==> src/rtl/arb_pkg.sv <==
// Shared constants and FSM encoding for the 8-way round-robin arbiter.
// Imported by rr_arbiter_8 and by anything that binds checkers to it.
package arb_pkg;

  localparam int N_REQ = 8;
  localparam int IDX_W = 3;

  typedef enum logic {
    IDLE  = 1'b0,
    GRANT = 1'b1
  } arb_state_e;

endpackage

==> src/rtl/decoder_3to8.sv <==
// Plain 3-to-8 one-hot decoder; output yN is high when sel == N.
module decoder_3to8 (
  input  logic [2:0] sel,
  output logic       y0,
  output logic       y1,
  output logic       y2,
  output logic       y3,
  output logic       y4,
  output logic       y5,
  output logic       y6,
  output logic       y7
);

  assign y0 = (sel == 3'd0);
  assign y1 = (sel == 3'd1);
  assign y2 = (sel == 3'd2);
  assign y3 = (sel == 3'd3);
  assign y4 = (sel == 3'd4);
  assign y5 = (sel == 3'd5);
  assign y6 = (sel == 3'd6);
  assign y7 = (sel == 3'd7);

endmodule

==> src/rtl/rr_arbiter_8.sv <==
// Round-robin arbiter for 8 requesters: one owner at a time, held until done,
// request drop or MAX_HOLD cycles; at least one IDLE cycle between grants.
module rr_arbiter_8
  import arb_pkg::*;
#(
  parameter int MAX_HOLD = 16,
  parameter int CNT_W    = 5
) (
  input  logic             clk,
  input  logic             rst,
  input  logic [N_REQ-1:0] req,
  input  logic             done,
  output logic [N_REQ-1:0] gnt,
  output logic [IDX_W-1:0] gnt_idx,
  output logic             gnt_valid,
  output logic             timeout
);

  // Handshake: req[i] is a level request; the owner keeps gnt while req[i]
  // stays high and done is low. done is only honoured while gnt_valid=1.

  arb_state_e       state_q, state_d;
  logic [IDX_W-1:0] ptr_q, ptr_d;
  logic [IDX_W-1:0] idx_q, idx_d;
  logic [CNT_W-1:0] cnt_q, cnt_d;
  logic             tmo_q, tmo_d;

  logic [IDX_W-1:0] pick;
  logic             any_req;
  logic             owner_req;
  logic             at_max;
  logic             release_now;
  logic [N_REQ-1:0] dec;

  // Rotate so ptr sits at bit 0, take the lowest set bit, rotate back.
  function automatic logic [IDX_W-1:0] rr_pick(input logic [N_REQ-1:0] r,
                                               input logic [IDX_W-1:0] p);
    logic [2*N_REQ-1:0] dbl;
    logic [N_REQ-1:0]   rot;
    logic [IDX_W-1:0]   first;
    dbl   = {r, r};
    rot   = dbl[p +: N_REQ];
    first = '0;
    for (int i = N_REQ - 1; i >= 0; i--) begin
      if (rot[i]) first = IDX_W'(i);
    end
    return first + p;
  endfunction

  assign pick        = rr_pick(req, ptr_q);
  assign any_req     = |req;
  assign owner_req   = req[idx_q];
  assign at_max      = (cnt_q == CNT_W'(MAX_HOLD));
  assign release_now = done | ~owner_req | at_max;

  always_ff @(posedge clk) begin
    if (rst) begin
      state_q <= IDLE;
      ptr_q   <= '0;
      idx_q   <= '0;
      cnt_q   <= '0;
      tmo_q   <= 1'b0;
    end else begin
      state_q <= state_d;
      ptr_q   <= ptr_d;
      idx_q   <= idx_d;
      cnt_q   <= cnt_d;
      tmo_q   <= tmo_d;
    end
  end

  always_comb begin
    state_d = state_q;
    ptr_d   = ptr_q;
    idx_d   = idx_q;
    cnt_d   = cnt_q;
    tmo_d   = 1'b0;
    unique case (state_q)
      IDLE: begin
        if (any_req) begin
          state_d = GRANT;
          idx_d   = pick;
          cnt_d   = CNT_W'(1);
        end
      end
      GRANT: begin
        if (release_now) begin
          state_d = IDLE;
          ptr_d   = idx_q + IDX_W'(1);
          cnt_d   = '0;
          // Only a pure hold-limit release is reported as a timeout.
          tmo_d   = at_max & ~done & owner_req;
        end else begin
          cnt_d   = cnt_q + CNT_W'(1);
        end
      end
      default: state_d = IDLE;
    endcase
  end

  decoder_3to8 u_dec (
    .sel (idx_q),
    .y0  (dec[0]),
    .y1  (dec[1]),
    .y2  (dec[2]),
    .y3  (dec[3]),
    .y4  (dec[4]),
    .y5  (dec[5]),
    .y6  (dec[6]),
    .y7  (dec[7])
  );

  // gnt_valid is the FSM state bit itself, so it doubles as the state debug view.
  assign gnt_valid = (state_q == GRANT);
  assign gnt_idx   = idx_q;
  assign gnt       = dec & {N_REQ{gnt_valid}};
  assign timeout   = tmo_q;

endmodule
==> config.mk <==
export PLATFORM = sky130hd
export DESIGN_NAME = rr_arbiter_8
export DESIGN_NICKNAME = d
export VERILOG_FILES = /design/src/rtl/arb_pkg.sv /design/src/rtl/decoder_3to8.sv /design/src/rtl/rr_arbiter_8.sv
export SDC_FILE = /design/constraint.sdc
export NUM_CORES = 1
export LEC_CHECK = 0
export ABC_AREA = 1
export CAP_MARGIN = 20
export CORE_MARGIN = 8
export CORE_UTILIZATION = 30
export DETAILED_ROUTE_END_ITERATION = 8
export GPL_ROUTABILITY_DRIVEN = 0
export PLACE_DENSITY_LB_ADDON = 0.08
export RECOVER_POWER = 100
export SLEW_MARGIN = 25
export SYNTH_ARGS = -nofsm -noshare
export SYNTH_HDL_FRONTEND = slang
export SYNTH_HIERARCHICAL = 1
export SYNTH_SLANG_ARGS = --single-unit
==> constraint.sdc <==
create_clock -name clk -period 3.89 [get_ports clk]
set_input_delay 1.167 -clock clk [delete_from_list [all_inputs] [get_ports clk]]
set_output_delay 1.167 -clock clk [all_outputs]
set_load 0.01 [all_outputs]
==> results.yml, run 1 <==
outcome:
  status: "complete, no violations"
clocking:
  clkTransAtPathRegs_ps: 60
  cts_setup_buffers: 0
  cts_max_path_buffers: 2
  root_buffer: "clkbuf_8"
  clock_latency_ps: 240
  cts_resized: 0
  htree_levels: 1
  ctsHoldBuffers: 0
  cts_num_sinks: 13
  cts-buffers-inserted: 3
  cts_tree: "done"
floorplanning:
  initial_core_util_pct: 30.73
  pin_count: 24
  dieHeight_um: 82.55
  placementRows: 24
  dieArea_mm2: 0.006815
  core-area_mm2: 0.004324
  die_x_um: 82.55
synthesis:
  synth_edf_count: 0
  synth_warnings: 6
  syn-cell-area_mm2: 0.001329
  async_flop_share_pct: 0
  synth_area_leaders: "nand2_1, dfxtp_1, nand3_1"
  yosys.cell_count.top_type: "nand2_1"
  yosysTopAreaCellShare_pct: 20.06
  yosys.area.top_type: "nand2_1"
  synth_cells: 225
  yosys-top-cells-count: "nand2_1, nand3_1, inv_1"
  ys_seq_area_share_pct: 19.59
  synth-seq-cells: 13
  synth_cell_type_count: 29
  syn_avg_cell_area_um2: 5.906
  syn_nets: 241
  synth_top_flop_cell: "dfxtp_1"
route:
  drt_iter0_markers: 92
  ant_nets: 0
  first_pass_iters: 4
  vias_per_cell: 4.709
  dr_total_vias: 1408
  wirelength_um: 3519
  routedWlPerCell_um: 11.77
  drcViolationCount: 0
timing:
  min_period_over_period_pct: 89.83
  setup_tns_ps: 0
  min_period_ps: 3495
  setup_viol: 0
  skew_ps: 1.656
  maxSlewHeadroom_pct: 63.36
  fmax_ghz: 0.2862
  tightest_slew_ps: 548.9
  finalHoldViolations: 0
  grt_setup_unrepaired: "false"
  drv_slew: 0
finish:
  seqCellArea_um2: 260.3
  fin_nets: 264
  n_antenna_cell: 0
  multi_input_area_um2: 883.3
  layout-drive-gt1-share_pct: 10.93
  area_growth_pct: 21.28
  fill_cells: 491
global_route:
  grt_pass1_wl_um: 5996
  antenna_found_initial: 0
  grt_max_degree: 18
  grt_pass1_vias: 1319
  grtUsageTotal_pct: 11.24
  overflow: 0
job:
  cap_violations: 0
setup_path:
  path_max_fanout: 4
  path_common_cell: "nand2_1"
  critPathRequiredTime_ps: 4030
  crit_arrival_ps: 3640
  cp-end-kind: "flip-flop"
  critPathMaxStageDelay_ps: 620
  crit_type: "input pin to flip-flop"
  startpoint_type: "input pin"
  rrSetupSlack_ps: 1240
  worstPathCellList: "dlygate4sd3_1 -> nand2_1 -> nand3_2 -> nand3_1 -> nand2_1 -> inv_1 -> nand2_1 -> nand2_1 -> nand2_1 -> nand2_1 -> nand2_1 -> a21oi_1 -> ha_1 -> inv_1 -> fa_1 -> xor2_1 -> inv_1 -> nand2_1 -> nand3_1 -> nand2_1 -> inv_1"
  cp_slowest_cell: "dlygate4sd3_1"
placed_design:
  port-buffer-count: 23
  dp_hpwl_um: 2688
power:
  p_leak_nw: 0.7978
  irDropWorstVdd_v: 0.0001549
  p_per_area_mw_per_mm2: 432.9
  total_power_mw: 0.6977
min_path:
  worstHoldPathType: "flip-flop to flip-flop"
## area by class of cell
class                      count  area share (%)
inverter                      32           7.919
tap                           52           4.037
multi-input combinational    175           54.81
timing repair buffer          23           14.29
clock buffer                   4           2.795
sequential                    13           16.15
## where the power goes
group          internal, mW  total (mW)  switching [mW]  leakage (nW)
registers             0.152       0.211          0.0593         0.107
clock network        0.0724       0.123          0.0505        0.0228
logic                 0.146       0.364           0.218         0.668
total                 0.370       0.698           0.328         0.798
## per-layer routing
metal	track usage, %	up-vias	routed length, um
met4	5.690	0	72
met1	14.95	630	1802
li1	-	751	-
met3	1.515	8	132
met5	0	-	0
met2	17.31	19	1511
## critical path, delay by kind of cell
family	cells	cell delay [ps]
adder cells (fa/ha/maj)	2	520
AND/OR/NAND/NOR	12	800
buffers and inverters	5	830
AO/OA/AOI/OAI	1	130
XOR/XNOR	1	180
## layout by cell type, fill, tap and decap left out
cell and n:
nand2_1 71, clkinv_1 2, xor2_1 1, nand2_2 8
inv_2 2, a21oi_1 9, nor3_1 3, nor2_2 4
o211ai_2 1, clkdlybuf4s50_1 9, dlygate4sd3_1 14, dfxtp_1 13
fa_1 1, nand3_1 29, o21ai_0 5, nand3_2 6
clkbuf_1 1, ha_1 4, or2_1 1, o211ai_1 1
o21bai_1 1, clkbuf_8 3, nor4_2 1, inv_1 26
inv_4 1, xnor2_1 3, inv_6 1, nor2_1 24
o21ai_1 2
## registers in the layout, indices dropped and copies added, names as in the netlist
name and flops:
gnt_valid 1, ptr_q 3, timeout 1, cnt_q 5
gnt_idx 3
## final timing paths
path,startpoint,to,depth (start not counted)
setup / recovery,req[7],gnt_idx[2],21
hold / removal,cnt_q[4],cnt_q[4],2
setup reg to reg,ptr_q[0],gnt_idx[2],21
hold reg to reg,cnt_q[4],cnt_q[4],2
## cells by family (layout without fill, tap and decap cells)
logic type,after synthesis,after routing,share of synthesized area [%]
AND/OR/NAND/NOR,147,147,51.98
buffers and inverters,37,59,12.43
AO/OA/AOI/OAI,19,19,8.098
flip-flops,13,13,19.59
adder cells (fa/ha/maj),5,5,5.273
XOR/XNOR,4,4,2.637
## metrics by stage
step / hold WS (ps) / util [%] / area (um2) / instances / worst slack, ps
after detailed placement: 497.4 / 36.69 / 1587 / 295 / 176.9
after CTS: 509.4 / 37.73 / 1632 / 299 / 432.8
after global placement: 491.3 / 36.69 / 1587 / 295 / 208.3
final: 509.2 / 37.27 / 1612 / 299 / 395.5
after global routing: 528.8 / 37.27 / 1612 / 299 / 131.3
after floorplan: 465.1 / - / 1329 / 225 / 1011
Note: power is estimated with default switching activity, not from simulation.
==> inputs of run 2 (changes only) <==
--- a/config.mk
+++ b/config.mk
@@ -8,7 +8,7 @@
 export ABC_AREA = 1
 export CAP_MARGIN = 20
 export CORE_MARGIN = 8
-export CORE_UTILIZATION = 30
+export CORE_UTILIZATION = 45
 export DETAILED_ROUTE_END_ITERATION = 8
 export GPL_ROUTABILITY_DRIVEN = 0
 export PLACE_DENSITY_LB_ADDON = 0.08
==> run 2 against run 1 <==
First-iteration DRC count decreased by 26%. Combinational power is 2% lower. Utilization increased by 19 points. Worst hold slack lost 7.3 ps. Worst setup slack improved by 56 ps. Sequential cell count stayed put. Via count decreased by 3.2%. Clock power decreased by 32%. Critical path type unchanged. Critical endpoint unchanged. Highest routed layer unchanged.
==> results.yml, run 2 (synthesis results as in run 1) <==
route:
  dr_wl_met2_um: 1450
  wl_met1_um: 1413
  first_pass_iters: 4
  drt_iter0_markers: 68
  dr_wl_met3_um: 201
  routedWlPerCell_um: 11.10
  wirelength_um: 3086
  route.top_layer_used: "met4"
  dr_total_vias: 1363
  ant_nets: 0
  vias_per_cell: 4.903
  drcViolationCount: 0
global_route:
  overflow: 0
  grt_pass1_vias: 1242
  grtUsageTotal_pct: 12.72
  grt_pass1_wl_um: 5375
  grt_max_degree: 18
  antenna_found_initial: 0
finish:
  area_growth_pct: 17.51
  final_util_pct: 56.14
  n_antenna_cell: 0
  top_register: "cnt_q"
  largest_reg_flops: 5
  layout-drive-gt1-share_pct: 10.53
  fin_nets: 264
  final_common_cell: "nand2_1"
  mostFrequentLayoutCells: "nand2_1, nand3_1, inv_1"
  fin_cells: 278
  fill_cells: 292
floorplanning:
  dieHeight_um: 70.34
  dieArea_mm2: 0.004948
  core-area_mm2: 0.002781
  placementRows: 19
  initial_core_util_pct: 47.77
  die_x_um: 70.34
  pin_count: 24
setup_path:
  r2r-start: "ptr_q[0]"
  worstPathCellList: "dlygate4sd3_1 -> nand2_1 -> nand3_1 -> nand3_1 -> nand2_1 -> inv_1 -> nand2_1 -> nand2_1 -> nand2_1 -> nand2_1 -> nand2_1 -> a21oi_1 -> ha_1 -> inv_1 -> fa_1 -> xor2_1 -> inv_1 -> nand2_1 -> nand3_1 -> nand2_1 -> inv_1"
  path_delay_family: "buffers and inverters"
  critPathRequiredTime_ps: 4080
  rr_endpoint: "gnt_idx[2]"
  path_max_fanout: 4
  cp_slowest_cell: "dlygate4sd3_1"
  critPathMaxStageDelay_ps: 620
  path_common_cell: "nand2_1"
  critPathBufInv: 5
  reg2regPathDepth: 21
  startpoint_type: "input pin"
  crit_type: "input pin to flip-flop"
  rrSetupSlack_ps: 1280
  cp-end-kind: "flip-flop"
  crit_arrival_ps: 3620
clocking:
  cts_resized: 0
  cts_max_path_buffers: 2
  root_buffer: "clkbuf_4"
  cts_num_sinks: 13
  clock_latency_ps: 280
  cts_setup_buffers: 0
  cts_tree: "done"
  clkTransAtPathRegs_ps: 80
  htree_levels: 1
  cts-buffers-inserted: 3
  ctsHoldBuffers: 0
timing:
  fmax_ghz: 0.2908
  maxSlewHeadroom_pct: 65.10
  setup_tns_ps: 0
  grt_setup_unrepaired: "false"
  skew_ps: 7.241
  min_period_over_period_pct: 88.39
  finalHoldViolations: 0
  setup_viol: 0
  min_period_ps: 3439
  tightest_slew_ps: 522.8
  drv_slew: 0
min_path:
  min_from: "cnt_q[1]"
  hold_depth: 2
  worstHoldPathType: "flip-flop to flip-flop"
  whs_endpoint: "cnt_q[1]"
outcome:
  status: "complete, no violations"
placed_design:
  dp_hpwl_um: 2485
  port-buffer-count: 23
  placed_cells: 274
power:
  p_per_area_mw_per_mm2: 415.4
  irDropWorstVdd_v: 0.0003018
  p_leak_nw: 0.7866
  total_power_mw: 0.6487
job:
  cap_violations: 0
==> run 2: changes by cell type in the layout (fill, tap and decap cells not counted) <==
| cell | previous run | this run |
|---|---|---|
| clkbuf_4 | 0 | 3 |
| clkbuf_8 | 3 | 0 |
| nand3_1 | 29 | 30 |
| nand3_2 | 6 | 5 |
==> run 2: metrics by stage <==
step / hold WS (ps) / setup WS [ps] / area, um2
floorplan: 465.1 / 1011 / 1329
global placement: 492.5 / 266.3 / 1560
detailed placement: 493.8 / 171.0 / 1560
CTS: 504.4 / 479.9 / 1587
global route: 541.7 / 184.7 / 1562
finish: 501.9 / 451.4 / 1562
==> run 2: worst max-delay path by stage <==
stage,from,to,slack (ps),depth (start not counted)
after floorplan,req[1],gnt_idx[2],1010,20
after global placement,req[6],gnt_idx[2],270,20
after detailed placement,req[6],gnt_idx[2],170,20
after CTS,req[6],gnt_idx[2],480,20
after global routing,req[7],gnt_idx[2],180,21
final,req[7],gnt_idx[2],450,21
==> run 2: final cells by class <==
cell class                 instances  area (um2)  share of cell area [%]
tap                               31       38.79                   2.484
inverter                          32       127.6                   8.173
multi-input combinational        175       878.3                   56.25
sequential                        13       260.3                   16.67
clock buffer                       4       26.28                   1.683
timing repair buffer              23       230.2                   14.74
==> run 2: metal layers <==
layer,vias up,global-route usage (%)
met5,-,0
met4,0,2.679
met3,4,4.520
met2,28,20.52
met1,576,15.72
li1,755,-
==> run 2: report_power, final <==
part | switching, mW | internal, mW
Sequential | 0.0560 | 0.151
Combinational | 0.213 | 0.145
Clock | 0.0433 | 0.0398
Total | 0.313 | 0.336
==> run 2: tightest hold or removal path, delay by kind of cell, from the launching register on <==
kind / cells / cell delay (ps)
AOI/OAI and AO/OA: 1 / 60
DFF: 1 / 330
and+or+nand+nor: 1 / 70
==> inputs of run 3 (changes only) <==
--- a/config.mk
+++ b/config.mk
@@ -6,7 +6,7 @@
 export NUM_CORES = 1
 export LEC_CHECK = 0
 export ABC_AREA = 1
-export CAP_MARGIN = 20
+export CAP_MARGIN = 5
 export CORE_MARGIN = 8
 export CORE_UTILIZATION = 45
 export DETAILED_ROUTE_END_ITERATION = 8
==> results of run 3 <==
Final layout, timing and power as in run 2 (identical DEF).
